[src/rtl/lcv_mul_acc_pipe.sv]
// Three-stage multiply / multiply-accumulate pipeline with valid/ready handshake.
// A single output stall freezes every stage; the accumulator is updated only in S3.
module lcv_mul_acc_pipe #(
    parameter int IN_WIDTH  = 16,
    parameter int ACC_WIDTH = 48,
    parameter int SATURATE  = 0
) (
    input  logic                 clk,
    input  logic                 rst,
    input  logic                 inp_valid,
    output logic                 inp_ready,
    input  logic [1:0]           inp_op,
    input  logic                 inp_signed,
    input  logic [IN_WIDTH-1:0]  inp_a,
    input  logic [IN_WIDTH-1:0]  inp_b,
    input  logic [ACC_WIDTH-1:0] inp_c,
    output logic                 outp_valid,
    input  logic                 outp_ready,
    output logic [ACC_WIDTH-1:0] outp_data,
    output logic                 outp_ovf
);

    localparam int PW = 2 * IN_WIDTH;
    localparam logic [ACC_WIDTH-1:0] ACC_MAX = {1'b0, {(ACC_WIDTH-1){1'b1}}};
    localparam logic [ACC_WIDTH-1:0] ACC_MIN = {1'b1, {(ACC_WIDTH-1){1'b0}}};

    typedef enum logic [1:0] {
        OP_MUL  = 2'd0,
        OP_MAC  = 2'd1,
        OP_LOAD = 2'd2,
        OP_CLR  = 2'd3
    } op_e;

    generate
        if (ACC_WIDTH < 2 * IN_WIDTH + 1) begin : g_width_check
            $error("lcv_mul_acc_pipe: ACC_WIDTH must be at least 2*IN_WIDTH+1");
        end
    endgenerate

    logic                 s1_valid_q, s1_valid_d;
    op_e                  s1_op_q, s1_op_d;
    logic                 s1_signed_q, s1_signed_d;
    logic [IN_WIDTH-1:0]  s1_a_q, s1_a_d;
    logic [IN_WIDTH-1:0]  s1_b_q, s1_b_d;
    logic [ACC_WIDTH-1:0] s1_c_q, s1_c_d;

    logic                 s2_valid_q, s2_valid_d;
    op_e                  s2_op_q, s2_op_d;
    logic [ACC_WIDTH-1:0] s2_prod_q, s2_prod_d;
    logic [ACC_WIDTH-1:0] s2_c_q, s2_c_d;

    logic                 outp_valid_q, outp_valid_d;
    logic [ACC_WIDTH-1:0] outp_data_q, outp_data_d;
    logic                 outp_ovf_q, outp_ovf_d;
    logic [ACC_WIDTH-1:0] acc_q, acc_d;

    logic                 advance;
    logic [PW-1:0]        a_ext, b_ext, prod;
    logic [ACC_WIDTH-1:0] prod_ext;
    logic [ACC_WIDTH-1:0] add_x, add_y, sum, sum_sat, result;
    logic                 sum_ovf, result_ovf;

    assign inp_ready  = advance;
    assign outp_valid = outp_valid_q;
    assign outp_data  = outp_data_q;
    assign outp_ovf   = outp_ovf_q;

    // Operands are widened to the product width first, so one multiplier serves both signednesses.
    always_comb begin
        advance  = !(outp_valid_q && !outp_ready);
        a_ext    = {{IN_WIDTH{s1_signed_q & s1_a_q[IN_WIDTH-1]}}, s1_a_q};
        b_ext    = {{IN_WIDTH{s1_signed_q & s1_b_q[IN_WIDTH-1]}}, s1_b_q};
        prod     = a_ext * b_ext;
        prod_ext = {{(ACC_WIDTH-PW){s1_signed_q & prod[PW-1]}}, prod};

        if (s2_op_q == OP_MUL) begin
            add_x = s2_prod_q;
            add_y = s2_c_q;
        end else begin
            add_x = acc_q;
            add_y = s2_prod_q;
        end
        sum     = add_x + add_y;
        sum_ovf = (add_x[ACC_WIDTH-1] == add_y[ACC_WIDTH-1]) &&
                  (sum[ACC_WIDTH-1] != add_x[ACC_WIDTH-1]);
        if ((SATURATE != 0) && sum_ovf) begin
            sum_sat = add_x[ACC_WIDTH-1] ? ACC_MIN : ACC_MAX;
        end else begin
            sum_sat = sum;
        end

        case (s2_op_q)
            OP_MUL, OP_MAC: begin
                result     = sum_sat;
                result_ovf = sum_ovf;
            end
            OP_LOAD: begin
                result     = s2_c_q;
                result_ovf = 1'b0;
            end
            default: begin
                result     = '0;
                result_ovf = 1'b0;
            end
        endcase
    end

    // All stages move together; a stall simply holds every register.
    always_comb begin
        s1_valid_d   = s1_valid_q;
        s1_op_d      = s1_op_q;
        s1_signed_d  = s1_signed_q;
        s1_a_d       = s1_a_q;
        s1_b_d       = s1_b_q;
        s1_c_d       = s1_c_q;
        s2_valid_d   = s2_valid_q;
        s2_op_d      = s2_op_q;
        s2_prod_d    = s2_prod_q;
        s2_c_d       = s2_c_q;
        outp_valid_d = outp_valid_q;
        outp_data_d  = outp_data_q;
        outp_ovf_d   = outp_ovf_q;
        acc_d        = acc_q;

        if (advance) begin
            s1_valid_d = inp_valid;
            if (inp_valid) begin
                s1_op_d     = op_e'(inp_op);
                s1_signed_d = inp_signed;
                s1_a_d      = inp_a;
                s1_b_d      = inp_b;
                s1_c_d      = inp_c;
            end
            s2_valid_d = s1_valid_q;
            if (s1_valid_q) begin
                s2_op_d   = s1_op_q;
                s2_prod_d = prod_ext;
                s2_c_d    = s1_c_q;
            end
            outp_valid_d = s2_valid_q;
            if (s2_valid_q) begin
                outp_data_d = result;
                outp_ovf_d  = result_ovf;
                if (s2_op_q != OP_MUL) begin
                    acc_d = result;
                end
            end
        end
    end

    always_ff @(posedge clk) begin
        if (!rst) begin
            s1_valid_q   <= 1'b0;
            s1_op_q      <= OP_MUL;
            s1_signed_q  <= 1'b0;
            s1_a_q       <= '0;
            s1_b_q       <= '0;
            s1_c_q       <= '0;
            s2_valid_q   <= 1'b0;
            s2_op_q      <= OP_MUL;
            s2_prod_q    <= '0;
            s2_c_q       <= '0;
            outp_valid_q <= 1'b0;
            outp_data_q  <= '0;
            outp_ovf_q   <= 1'b0;
            acc_q        <= '0;
        end else begin
            s1_valid_q   <= s1_valid_d;
            s1_op_q      <= s1_op_d;
            s1_signed_q  <= s1_signed_d;
            s1_a_q       <= s1_a_d;
            s1_b_q       <= s1_b_d;
            s1_c_q       <= s1_c_d;
            s2_valid_q   <= s2_valid_d;
            s2_op_q      <= s2_op_d;
            s2_prod_q    <= s2_prod_d;
            s2_c_q       <= s2_c_d;
            outp_valid_q <= outp_valid_d;
            outp_data_q  <= outp_data_d;
            outp_ovf_q   <= outp_ovf_d;
            acc_q        <= acc_d;
        end
    end

endmodule

[config.mk]
export PLATFORM = sky130hd
export DESIGN_NAME = lcv_mul_acc_pipe
export DESIGN_NICKNAME = d
export VERILOG_FILES = /design/src/rtl/lcv_mul_acc_pipe.sv
export SDC_FILE = /design/constraint.sdc
export NUM_CORES = 1
export LEC_CHECK = 0
export BUFFER_PORTS_ARGS = -buffer_cell sky130_fd_sc_hd__buf_4
export CORE_MARGIN = 3
export CORE_UTILIZATION = 34
export CTS_CLUSTER_SIZE = 10
export DETAILED_ROUTE_END_ITERATION = 10
export PLACE_DENSITY_LB_ADDON = 0.3
export SYNTH_ARGS = -nofsm -noshare
export SYNTH_HDL_FRONTEND = slang
export SYNTH_SLANG_ARGS = --single-unit
export TNS_END_PERCENT = 5
[constraint.sdc]
create_clock -name clk -period 7.7 [get_ports clk]
set_clock_uncertainty 0.1 [all_clocks]
set_input_delay 1.155 -clock clk [delete_from_list [all_inputs] [get_ports clk]]
set_output_delay 1.155 -clock clk [all_outputs]
set_load 0.02 [all_outputs]
==> results of run 1 <==
[cells by family (layout without fill, tap and decap cells)]
family	after synthesis	after routing	synth area share (%)
and+or+nand+nor	1082	1082	19.6
AOI/OAI and AO/OA	612	612	15.8
buffers and inverters	547	575	9.05
adders and majority gates	412	412	30.4
DFF	266	266	22.2
xor gates and xnor gates	76	76	2.83
muxes	4	4	0.167
other	0	1	0
[cell type report]
class / instances / area, µm² / share of cell area [%]
antenna: 1 / 2.50 / 0.00937
clock buffer: 48 / 1020 / 3.81
clock inverter: 8 / 111 / 0.417
inverter: 357 / 1350 / 5.03
multi-input combinational: 2186 / 16500 / 61.8
sequential: 266 / 5330 / 19.9
tap: 931 / 1160 / 4.36
timing repair buffer: 162 / 1230 / 4.60
[path summary, 6_finish.rpt]
| kind | start | end | slack (ns) | cells after the start |
|---|---|---|---|---|
| worst max register to register | s1_signed_q | s2_prod_q[30] | 0.82 | 20 |
| worst min-delay path | s1_c_q[6] | s2_c_q[6] | 0.35 | 2 |
| worst max-delay path | s1_signed_q | s2_prod_q[30] | 0.82 | 20 |
| worst min register to register | s1_c_q[6] | s2_c_q[6] | 0.35 | 2 |
[synth_stat cells (all sizes together), types with 23 or more instances]
cell type	count
nor2	119
clkbuf	165
a21oi	270
inv	356
xnor2	58
buf	23
nor3	24
nand2	707
ha	129
dfxtp	266
a21o	68
fa	283
o21ai	90
a22oi	29
and2	132
a211oi	52
[layer usage]
metal | GRT usage [%] | up-vias | routed length [µm]
li1 | - | 9621 | -
met1 | 26.7 | 9741 | 32200
met2 | 30.4 | 441 | 31200
met3 | 2.37 | 73 | 3480
met4 | 4.43 | 0 | 1380
met5 | 0 | - | 0
[state kept, by name, summed over array words and instances (netlist names)]
register and cells:
acc_q 48, outp_data 48, s1_c_q 48, s2_c_q 48
s2_prod_q 33, s1_a_q 16, s1_b_q 16, s1_op_q 2
s2_op_q 2, outp_ovf 1, outp_valid 1, s1_signed_q 1
s1_valid_q 1, s2_valid_q 1
[power by group through the flow]
| stage | sequential (W) | clock (W) | combinational, W |
|---|---|---|---|
| after floorplan | 0.00151 | 0 | 0.000473 |
| after global placement | 0.00155 | 0 | 0.000672 |
| after detailed placement | 0.00155 | 0 | 0.000678 |
| after CTS | 0.00152 | 0.00167 | 0.000681 |
| after global routing | 0.00153 | 0.00173 | 0.000767 |
| final | 0.00152 | 0.00163 | 0.000674 |
[critical path, cell delays in order, from the launching register on]
cell	delay, ns
dfxtp_1	0.63
nand2_1	0.51
or2_2	0.45
fa_1	0.46
fa_1	0.50
inv_1	0.05
fa_1	0.49
fa_1	0.42
fa_1	0.49
inv_1	0.05
fa_1	0.47
inv_1	0.04
ha_1	0.32
and4_1	0.24
o2111ai_1	0.09
nand4b_1	0.23
a311o_1	0.49
a41oi_1	0.26
nand2_1	0.09
and4_1	0.19
a211o_1	0.21
[stage by stage]
step                cell area (µm²)  instances  utilization (%)  setup WS, ns
floorplan                     24000       2999                -          1.38
global placement              25600       3902             37.0         0.955
detailed placement            25600       3902             37.0         0.844
CTS                           26700       3958             38.6         0.813
global route                  26700       3958             38.6         0.356
finish                        26700       3959             38.6         0.818
==> summary.txt, run 1 <==
Floorplanning
  – Die Y: approximately 270 µm
  – Row count: 96
  – Die width: between 200 and 300 µm
  – Starting Density: roughly a third
  – Die ar.: 73700 µm²
  – Core Box Area: around 69000 µm²
  – Top-Level Pins: 138

Synth
  – Sequential share of the synthesized area: between 20 and 25%
  – Yosys cell types: 83
  – Post-synthesis instance total: between 2k and 3k
  – Synthesized Nets: approximately 3.5k
  – Synthesized flop and latch total: about 270
  – Post-Syn Area: 24000 µm²
  – Syn Area/Cell: around 8 µm²
  – Post-synth EDFFs: 0
  – Post-synth top area share: between 20% and 30%
  – Largest cells by area after synthesis: fa_1 (24%), dfxtp_1 (22%), nand2_1 (11%), ha_1 (6.7%), a21oi_1 (5.6%)
  – Prevailing post-synth register cell: dfxtp_1
  – Async set-or-reset flop fraction in the synthesized netlist: 0%
  – Yosys Warn Count: 0
  – Cell taking the most area after synthesis: fa_1

Global routing
  – Largest net degree at the start of global routing: 98
  – Global-route wire length before repair: 112000 µm
  – Initial antenna violation count: 0
  – Vias in the first global route: 20.1k
  – Total gr overflow: 0
  – Total track usage: 18.8%

Power
  – Part of the power in registers: 39.8%
  – Power density over the cells: 143 nW/µm²
  – Total Power: ~0.0038 W
  – Net Sw Power: between 0.001 and 0.0015 W
  – Worst VDD drop: between 0.00009 and 0.0001 V
  – Clock group share of total power: a little over two fifths
  – Internal power: 0.00268 W
  – Combinational group share of total power: 17.7%
  – Leak pwr: 12.4 nW
  – Switching Share: between 20% and 30%

STA
  – Final min period: around 7 ns
  – Worst slew pin tran: 1.05 ns
  – Fin. max-slew vios: 0
  – Final hold violation count: 0
  – RSZ-0062 raised after global routing: no
  – Fin Setup TNS: 0 ns
  – Final Cycle Share: around nine tenths
  – Fin Hold WS: between 0.3 and 0.4 ns
  – Slew headroom: 30.2%
  – F_max: 145 MHz
  – Final setup viols: 0

Run
  – Max-cap check violation count: 0

CTS
  – CTS Sinks: 266
  – Setup bufs post-CTS: 0
  – CTS tree: yes
  – Clock Latency Late Sink: ~0.55 ns
  – PostCTS Resize Cnt: 0
  – Worst-case clock buffer depth: 3
  – # H-tree levels: 2
  – Hold buffers post-CTS: 0
  – CTS clk-pin slew, worst paths: 0.06 ns
  – CTS Buf Count: 36
  – Root Driver: clkbuf_16

Route
  – Pre-antenna DRT Iters: 5
  – Final ANT Viol Nets: 0
  – Routed WL: between 60000 and 70000 µm
  – DRC errors left: 0
  – DR WL/cell: 17.3 µm
  – Initial drt markers: 1305
  – Via count: roughly 20k
  – Mean number of vias per cell: approximately 5

Worst setup path
  – Crit Path Class: reg2reg
  – WP data required: 8.05 ns
  – Startpoint types: flop
  – Maximum fanout along the worst path: 16
  – Critical path arrival: 7.23 ns
  – Crit path capture type: flop

Placement
  – GPL Wtd Cong: a little under 0.9
  – Final HPWL DP: approximately 52000 µm
  – Port Buf Inserts: roughly 140

Cells and area
  – Commonest non-fill, non-tap cells in the layout: nand2_1 (704), inv_1 (354), fa_1 (283)
  – Most common cell after layout, fill and taps aside: nand2_1
  – Layout cells sized above 1: between 8 and 9%
  – Nets: between 3k and 4k
  – Fill cells: between 7k and 8k
  – Synthesis-to-finish area growth: 11.4%

Worst hold path
  – HP Class: reg2reg

Outcome
  – Status: finished clean
(Power assumes the default switching activity.)
==> run 2: changes to the inputs <==
- ABC_AREA: not set -> 1
- clock period: 7.7 -> 7.8 ns (I/O delays scaled with it)
==> run 2 against run 1 <==
  * Area after synthesis up 11%
  * Clock power about the same
  * Setup slack better by 0.27 ns
  * First-iteration DRC count up 34%
  * Combinational power rose to 2.7 times the previous value
  * Hold slack better by 0.015 ns
  * Sequential power up 4%
==> summary.txt, run 2 <==
Synth
  – Commonest cells in the synthesized netlist: inv_1 (896), nand2_1 (892), nor2_1 (440)
  – Synthesized Nets: 4480 (+28%)
  – Count leader, synth: inv_1
  – Post-synth top area share: 21.3% (-2.3 points)
  – Async set-or-reset flop fraction in the synthesized netlist: 0% (unchanged)
  – Largest cells by area after synthesis: fa_1 (21%), dfxtp_1 (20%), inv_1 (13%), nand2_1 (13%), nor2_1 (6.2%)
  – Post-synth EDFFs: 0 (unchanged)
  – Sequential share of the synthesized area: 20.0% (-2.2 points)
  – Prevailing post-synth register cell: dfxtp_1
  – Post-Syn Area: 26600 µm² (+11%)
  – Synthesized flop and latch total: 266 (unchanged)
  – Yosys Warn Count: 0 (unchanged)
  – Cell taking the most area after synthesis: fa_1
  – Post-synthesis instance total: 3981 (+33%)
  – Yosys cell types: 42 (-49%)
  – Syn Area/Cell: 6.68 µm² (-16%)

Worst setup path
  – FF-to-FF Start: s1_a_q[15]
  – Critical path arrival: 7.03 ns (-0.20 ns)
  – Maximum fanout along the worst path: 21 (+5)
  – Crit Path Class: reg2reg
  – Slowest-stage cell, CP: fa_1
  – Startpoint types: flop
  – CP max stage delay: 0.64 ns (about the same)
  – Critical path origin: s1_a_q[15]
  – Worst path cell trace: buf_4 > nand2_1 > inv_1 > nand2_1 > fa_1 > inv_1 > fa_1 > inv_1 > fa_1 > fa_1 > fa_1 > fa_1 > inv_1 > ha_1 > nand2_1 > nor3_1 > nand3_1 > nand3_1 > nand2_1 > o21ai_0 > inv_1
  – Cell mode on critical path: fa_1
  – Crit path capture type: flop
  – WP data required: 8.12 ns (+0.07 ns)
  – R2R depth: 21 (+5.0%)
  – Worst R2R End: s2_prod_q[30]
  – Crit path to: s2_prod_q[30]
  – R2R Setup Slk: 1.09 ns (+0.27 ns)

Floorplanning
  – Die Y: 286 µm (+5.2%)
  – Die ar.: 81600 µm² (+11%)
  – Top-Level Pins: 138 (unchanged)
  – Die width: 286 µm (+5.2%)
  – Core Box Area: 76700 µm² (+11%)
  – Row count: 101 (+5.2%)
  – Starting Density: 34.7% (about the same)

Cells and area
  – Design Area, Final: 29600 µm² (+11%)
  – Fill cells: 8316 (+15%)
  – Commonest non-fill, non-tap cells in the layout: inv_1 (895), nand2_1 (890), nor2_1 (440)
  – Most common cell after layout, fill and taps aside: inv_1
  – Layout cells sized above 1: 7.72% (-0.37 points)
  – Synthesis-to-finish area growth: 11.1%
  – Nets: 4503 (+28%)
  – N_diodes: 0 (-1)

Route
  – Pre-antenna DRT Iters: 6 (+1)
  – Final ANT Viol Nets: 0 (unchanged)
  – DR WL/cell: 16.4 µm (-4.8%)
  – Via count: 23.8k (+20%)
  – Initial drt markers: 1751 (+34%)
  – Mean number of vias per cell: 4.71 (-6.2%)
  – DRC errors left: 0 (unchanged)
  – Routed WL: 83000 µm (+21%)

Placement
  – Port Buf Inserts: 137 (unchanged)
  – Placement Cell Area: 28400 µm² (+11%)
  – Pre-CTS setup slack: 1.10 ns (+0.255 ns)
  – Final HPWL DP: 65900 µm (+27%)
  – GPL Wtd Cong: 0.936 (+5.2%)

Run
  – Max-cap check violation count: 0 (unchanged)

STA
  – F_max: 149 MHz (+2.6%)
  – Final setup viols: 0 (unchanged)
  – Fin Hold WS: 0.363 ns (+0.0148 ns)
  – Final min period: 6.71 ns (-0.172 ns)
  – Fin. max-slew vios: 0 (unchanged)
  – Slew headroom: 19.8% (-10 points)
  – Final Cycle Share: 86.0% (-3.3 points)
  – Final hold violation count: 0 (unchanged)
  – Fin Setup TNS: 0 ns (unchanged)
  – Final setup margin: 1.09 ns (+0.272 ns)
  – Worst slew pin tran: 1.20 ns (+0.158 ns)
  – RSZ-0062 raised after global routing: no

Power
  – Worst VDD drop: 0.000137 V (+42%)
  – Leak pwr: 15.9 nW (+29%)
  – Combinational group share of total power: 35.7% (+18 points)
  – Clock group share of total power: 32.7% (-9.9 points)
  – Power density over the cells: 169 nW/µm² (+18%)
  – Net Sw Power: 0.00193 W (+70%)
  – Part of the power in registers: 31.6% (-8.2 points)
  – Internal power: 0.00308 W (+15%)
  – Switching Share: 38.6% (+8.8 points)

Outcome
  – Status: finished clean

Global routing
  – Global-route wire length before repair: 132000 µm (+18%)
  – Largest net degree at the start of global routing: 125 (+28%)
  – Vias in the first global route: 23.7k (+18%)
  – Total gr overflow: 0 (unchanged)
  – Total track usage: 20.5% (+1.7 points)
  – Initial antenna violation count: 0 (unchanged)

CTS
  – PostCTS Resize Cnt: 0 (unchanged)
  – CTS clk-pin slew, worst paths: 0.05 ns (about the same)
  – Setup bufs post-CTS: 0 (unchanged)
  – Clock Latency Late Sink: 0.56 ns (about the same)
  – CTS Sinks: 266 (unchanged)
  – # H-tree levels: 2 (unchanged)
  – CTS tree: yes
  – Hold buffers post-CTS: 0 (unchanged)
  – Worst-case clock buffer depth: 3 (unchanged)
  – Root Driver: clkbuf_16
  – CTS Buf Count: 36 (unchanged)

Worst hold path
  – Hold path start: s2_valid_q
  – HP Class: reg2reg
==> run 2: cell types whose count changed in the layout (fill, tap and decap cells not counted), moves of 21 or more <==
cell	previous run	this run
a211oi_1	51	0
a21o_1	66	5
a21oi_1	269	196
a22oi_1	29	0
and2_1	128	3
inv_1	354	895
inv_2	1	23
nand2_1	704	890
nand3_1	21	161
nand4_1	12	35
nor2_1	116	440
nor2_2	1	22
o21ai_0	88	309
xnor2_1	58	8
==> run 2: worst max-delay path: cells and delay by family, from the launching register on <==
kind	cells	cell delay, ns
and+or+nand+nor	7	1.43
adders and majority gates	7	3.70
buffers and inverters	6	0.91
AOI/OAI and AO/OA	1	0.16
DFF	1	0.30
==> run 2: power by group through the flow <==
stage	clock (W)	combinational (W)	sequential, W
floorplan	0	0.00129	0.00153
global placement	0	0.00178	0.00161
detailed placement	0	0.00178	0.00161
CTS	0.00168	0.00179	0.00158
global route	0.00172	0.00206	0.00159
finish	0.00163	0.00179	0.00158
==> run 2: per-stage QoR <==
step / cells / utilization [%] / power, W
global route: 5046 / 38.5 / 0.00537
CTS: 5046 / 38.5 / 0.00505
detailed placement: 4996 / 37.1 / 0.00339
floorplan: 3981 / - / 0.00282
finish: 5046 / 38.5 / 0.00501
global placement: 4996 / 37.1 / 0.00338
==> run 2: layer usage <==
layer,GRT usage [%],share of wire (%),vias up
li1,-,-,12000
met3,2.65,5.1,100
met1,27.7,46,11100
met5,0,0,-
met2,34.8,47,543
met4,4.67,2.3,0
==> run 2: final cells by class <==
class / count / area, µm² / share of cell area, %
sequential: 266 / 5330 / 18.0
clock inverter: 8 / 155 / 0.525
inverter: 920 / 3460 / 11.7
tap: 1030 / 1290 / 4.36
timing repair buffer: 160 / 1210 / 4.11
clock buffer: 42 / 963 / 3.26
multi-input combinational: 2620 / 17200 / 58.0
==> run 2: how the worst min path moves through the flow <==
stage | to | slack [ns] | depth (start not counted)
CTS | acc_q[0] | 0.37 | 2
floorplan | acc_q[0] | 0.32 | 2
global route | s1_c_q[27] | 0.40 | 2
global placement | acc_q[0] | 0.35 | 2
finish | s2_valid_q | 0.36 | 2
detailed placement | acc_q[0] | 0.35 | 2
==> run 2: cells by family after synthesis <==
logic type,count (synthesis),synth area share [%]
compound gates,567,11.2
xor+xnor,18,0.593
simple gates,1623,25.3
buf+inv,1095,15.5
fa+ha+maj,412,27.4
flops,266,20.0
==> run 3: changes to the inputs <==
- CORE_ASPECT_RATIO: not set -> 1.5
==> run 3 against run 2 <==
  * Via count up 0.29%
  * Die area is essentially flat
  * Global-route usage rose by 0.68 points
  * Cell count barely moved
  * Sequential share of layout area barely moved
  * Sequential cell count unchanged
  * Critical path type unchanged
  * Largest cell class unchanged
  * Largest power group unchanged
  * Highest routed layer unchanged
==> summary.txt, run 3 (synthesis results as in run 2) <==
Global routing
  – Initial antenna violation count: 1 (+1)
  – Vias in the first global route: 24.5k (+3.7%)
  – Total gr overflow: 0 (unchanged)
  – Total track usage: 21.1% (+0.68 points)
  – Global-route wire length before repair: 134000 µm (+1.9%)
  – Largest net degree at the start of global routing: 91 (-27%)

CTS
  – CTS tree: yes
  – CTS Sinks: 266 (unchanged)
  – Setup bufs post-CTS: 0 (unchanged)
  – PostCTS Resize Cnt: 0 (unchanged)
  – CTS clk-pin slew, worst paths: 0.06 ns (about the same)
  – # H-tree levels: 2 (unchanged)
  – CTS Buf Count: 35 (-2.8%)
  – Root Driver: clkbuf_16
  – Hold buffers post-CTS: 0 (unchanged)
  – Worst-case clock buffer depth: 3 (unchanged)
  – Clock Latency Late Sink: 0.55 ns (about the same)

STA
  – Worst slew pin tran: 1.07 ns (-0.130 ns)
  – Slew headroom: 28.5% (+8.7 points)
  – Final hold violation count: 0 (unchanged)
  – Final setup margin: 0.880 ns (-0.209 ns)
  – Fin. max-slew vios: 0 (unchanged)
  – Final Cycle Share: 88.7% (+2.7 points)
  – F_max: 145 MHz (-3.0%)
  – RSZ-0062 raised after global routing: no
  – Final min period: 6.92 ns (+0.209 ns)
  – Fin Setup TNS: 0 ns (unchanged)
  – Final setup viols: 0 (unchanged)

Route
  – Initial drt markers: 1203 (-31%)
  – Final ANT Viol Nets: 0 (unchanged)
  – Routed WL: 85100 µm (+2.6%)
  – DR WL/cell: 16.9 µm (+2.7%)
  – DRC errors left: 0 (unchanged)
  – Pre-antenna DRT Iters: 5 (-1)
  – Mean number of vias per cell: 4.73 (+0.33%)
  – Via count: 23.8k (+0.29%)

Floorplanning
  – Die ar.: 81700 µm² (about the same)
  – Row count: 125 (+24%)
  – Die width: 234 µm (-18%)
  – Top-Level Pins: 138 (unchanged)
  – Die Y: 349 µm (+22%)
  – Core Box Area: 77600 µm² (+1.1%)
  – Starting Density: 34.3% (-0.39 points)

Cells and area
  – Fill cells: 8445 (+1.6%)
  – Design Area, Final: 29500 µm² (-0.19%)
  – Most common cell after layout, fill and taps aside: inv_1
  – Nets: 4516 (+0.29%)
  – N_diodes: 0 (unchanged)
  – Layout cells sized above 1: 7.99% (+0.27 points)
  – Synthesis-to-finish area growth: 10.9%
  – Commonest non-fill, non-tap cells in the layout: inv_1 (895), nand2_1 (890), nor2_1 (440)

Worst hold path
  – HP Class: reg2reg
  – Hold EP: s2_c_q[8]
  – Hold path start: s2_c_q[8]
  – Hold path depth: 2 (unchanged)

Worst setup path
  – CP max stage delay: 0.56 ns (-0.08 ns)
  – Cell mode on critical path: inv_1
  – Slowest-stage cell, CP: dfxtp_1
  – Worst path cell trace: nand2_1 > inv_1 > nand2_1 > inv_1 > fa_1 > inv_1 > fa_1 > inv_1 > fa_1 > fa_1 > fa_1 > inv_1 > fa_1 > inv_1 > ha_1 > nand2_1 > nor2_1 > inv_1 > nor3_1 > nand3_1 > nand3_1 > nand2_1 > o21ai_0 > inv_1
  – Critical path arrival: 7.26 ns (+0.23 ns)
  – Maximum fanout along the worst path: 8 (-62%)
  – Top delay family on crit path: adder cells
  – Crit Path Class: reg2reg
  – R2R depth: 24 (+14%)
  – Crit path capture type: flop
  – WP buf/inv: 8 (+2)
  – Startpoint types: flop
  – WP data required: 8.14 ns (+0.02 ns)
  – Worst R2R End: s2_prod_q[30]
  – FF-to-FF Start: s1_signed_q
  – R2R Setup Slk: 0.88 ns (-0.21 ns)

Power
  – Leak pwr: 15.9 nW (about the same)
  – Total Power: 0.00483 W (-3.6%)
  – Worst VDD drop: 0.000130 V (-4.9%)
  – Power density over the cells: 164 nW/µm² (-3.4%)

Placement
  – Port Buf Inserts: 137 (unchanged)
  – Pre-CTS setup slack: 0.866 ns (-0.233 ns)
  – Placement Cell Area: 28500 µm² (+0.26%)
  – GPL Wtd Cong: 0.956 (+2.1%)
  – Final HPWL DP: 69000 µm (+4.8%)

Run
  – Max-cap check violation count: 0 (unchanged)

Outcome
  – Status: finished clean
run 3: cell types whose count changed in the layout (fill, tap and decap cells not counted), sizes merged:
cell and delta:
inv -1, clkinv +4, clkbuf -3, buf +14, bufinv -4, clkinvlp +2
run 3: how the worst max path moves through the flow:
| stage | start | end | slack, ns | depth (start not counted) |
|---|---|---|---|---|
| 2_1_floorplan | s1_a_q[15] | s2_prod_q[32] | 2.11 | 23 |
| 3_5_place_dp | s1_signed_q | s2_prod_q[30] | 0.87 | 24 |
| 4_1_cts | s1_signed_q | s2_prod_q[30] | 0.85 | 22 |
| 3_3_place_gp | s1_signed_q | s2_prod_q[30] | 0.91 | 20 |
| 5_1_grt | s1_signed_q | s2_prod_q[30] | 0.52 | 24 |
| 6_report | s1_signed_q | s2_prod_q[30] | 0.88 | 24 |
run 3: metrics by stage:
step	hold slack, ns	util (%)	std cells
2_1_floorplan	0.325	-	3981
3_3_place_gp	0.352	36.8	4996
3_5_place_dp	0.360	36.8	4996
4_1_cts	0.370	38.0	5044
5_1_grt	0.391	38.0	5044
6_report	0.370	38.0	5044
run 3: cell type report:
type | count | area (µm²) | area share, %
clock buffer | 39 | 911 | 3.09
clock inverter | 9 | 76.3 | 0.259
inverter | 920 | 3460 | 11.7
multi-input combinational | 2620 | 17200 | 58.2
sequential | 266 | 5330 | 18.0
tap | 1016 | 1270 | 4.31
timing repair buffer | 174 | 1310 | 4.43
run 3: power by group:
part           internal, W  switching, W
Clock             0.000830      0.000639
Sequential         0.00145      0.000106
Combinational     0.000629       0.00117
run 3: per-layer routing:
metal	routed length, µm	vias up	part of all wire [%]	global-route usage, %
met5	0	-	0	0
met4	3970	0	4.7	8.90
met3	2380	166	2.8	1.78
met2	44600	466	52	39.7
met1	34200	11200	40	24.2
li1	-	12000	-	-
run 3: worst min-delay path, delay by kind of cell (launching register included):
kind                   cells  cell delay, ns
AOI/OAI and AO/OA          1            0.06
buffers and inverters      1            0.06
DFF                        1            0.30
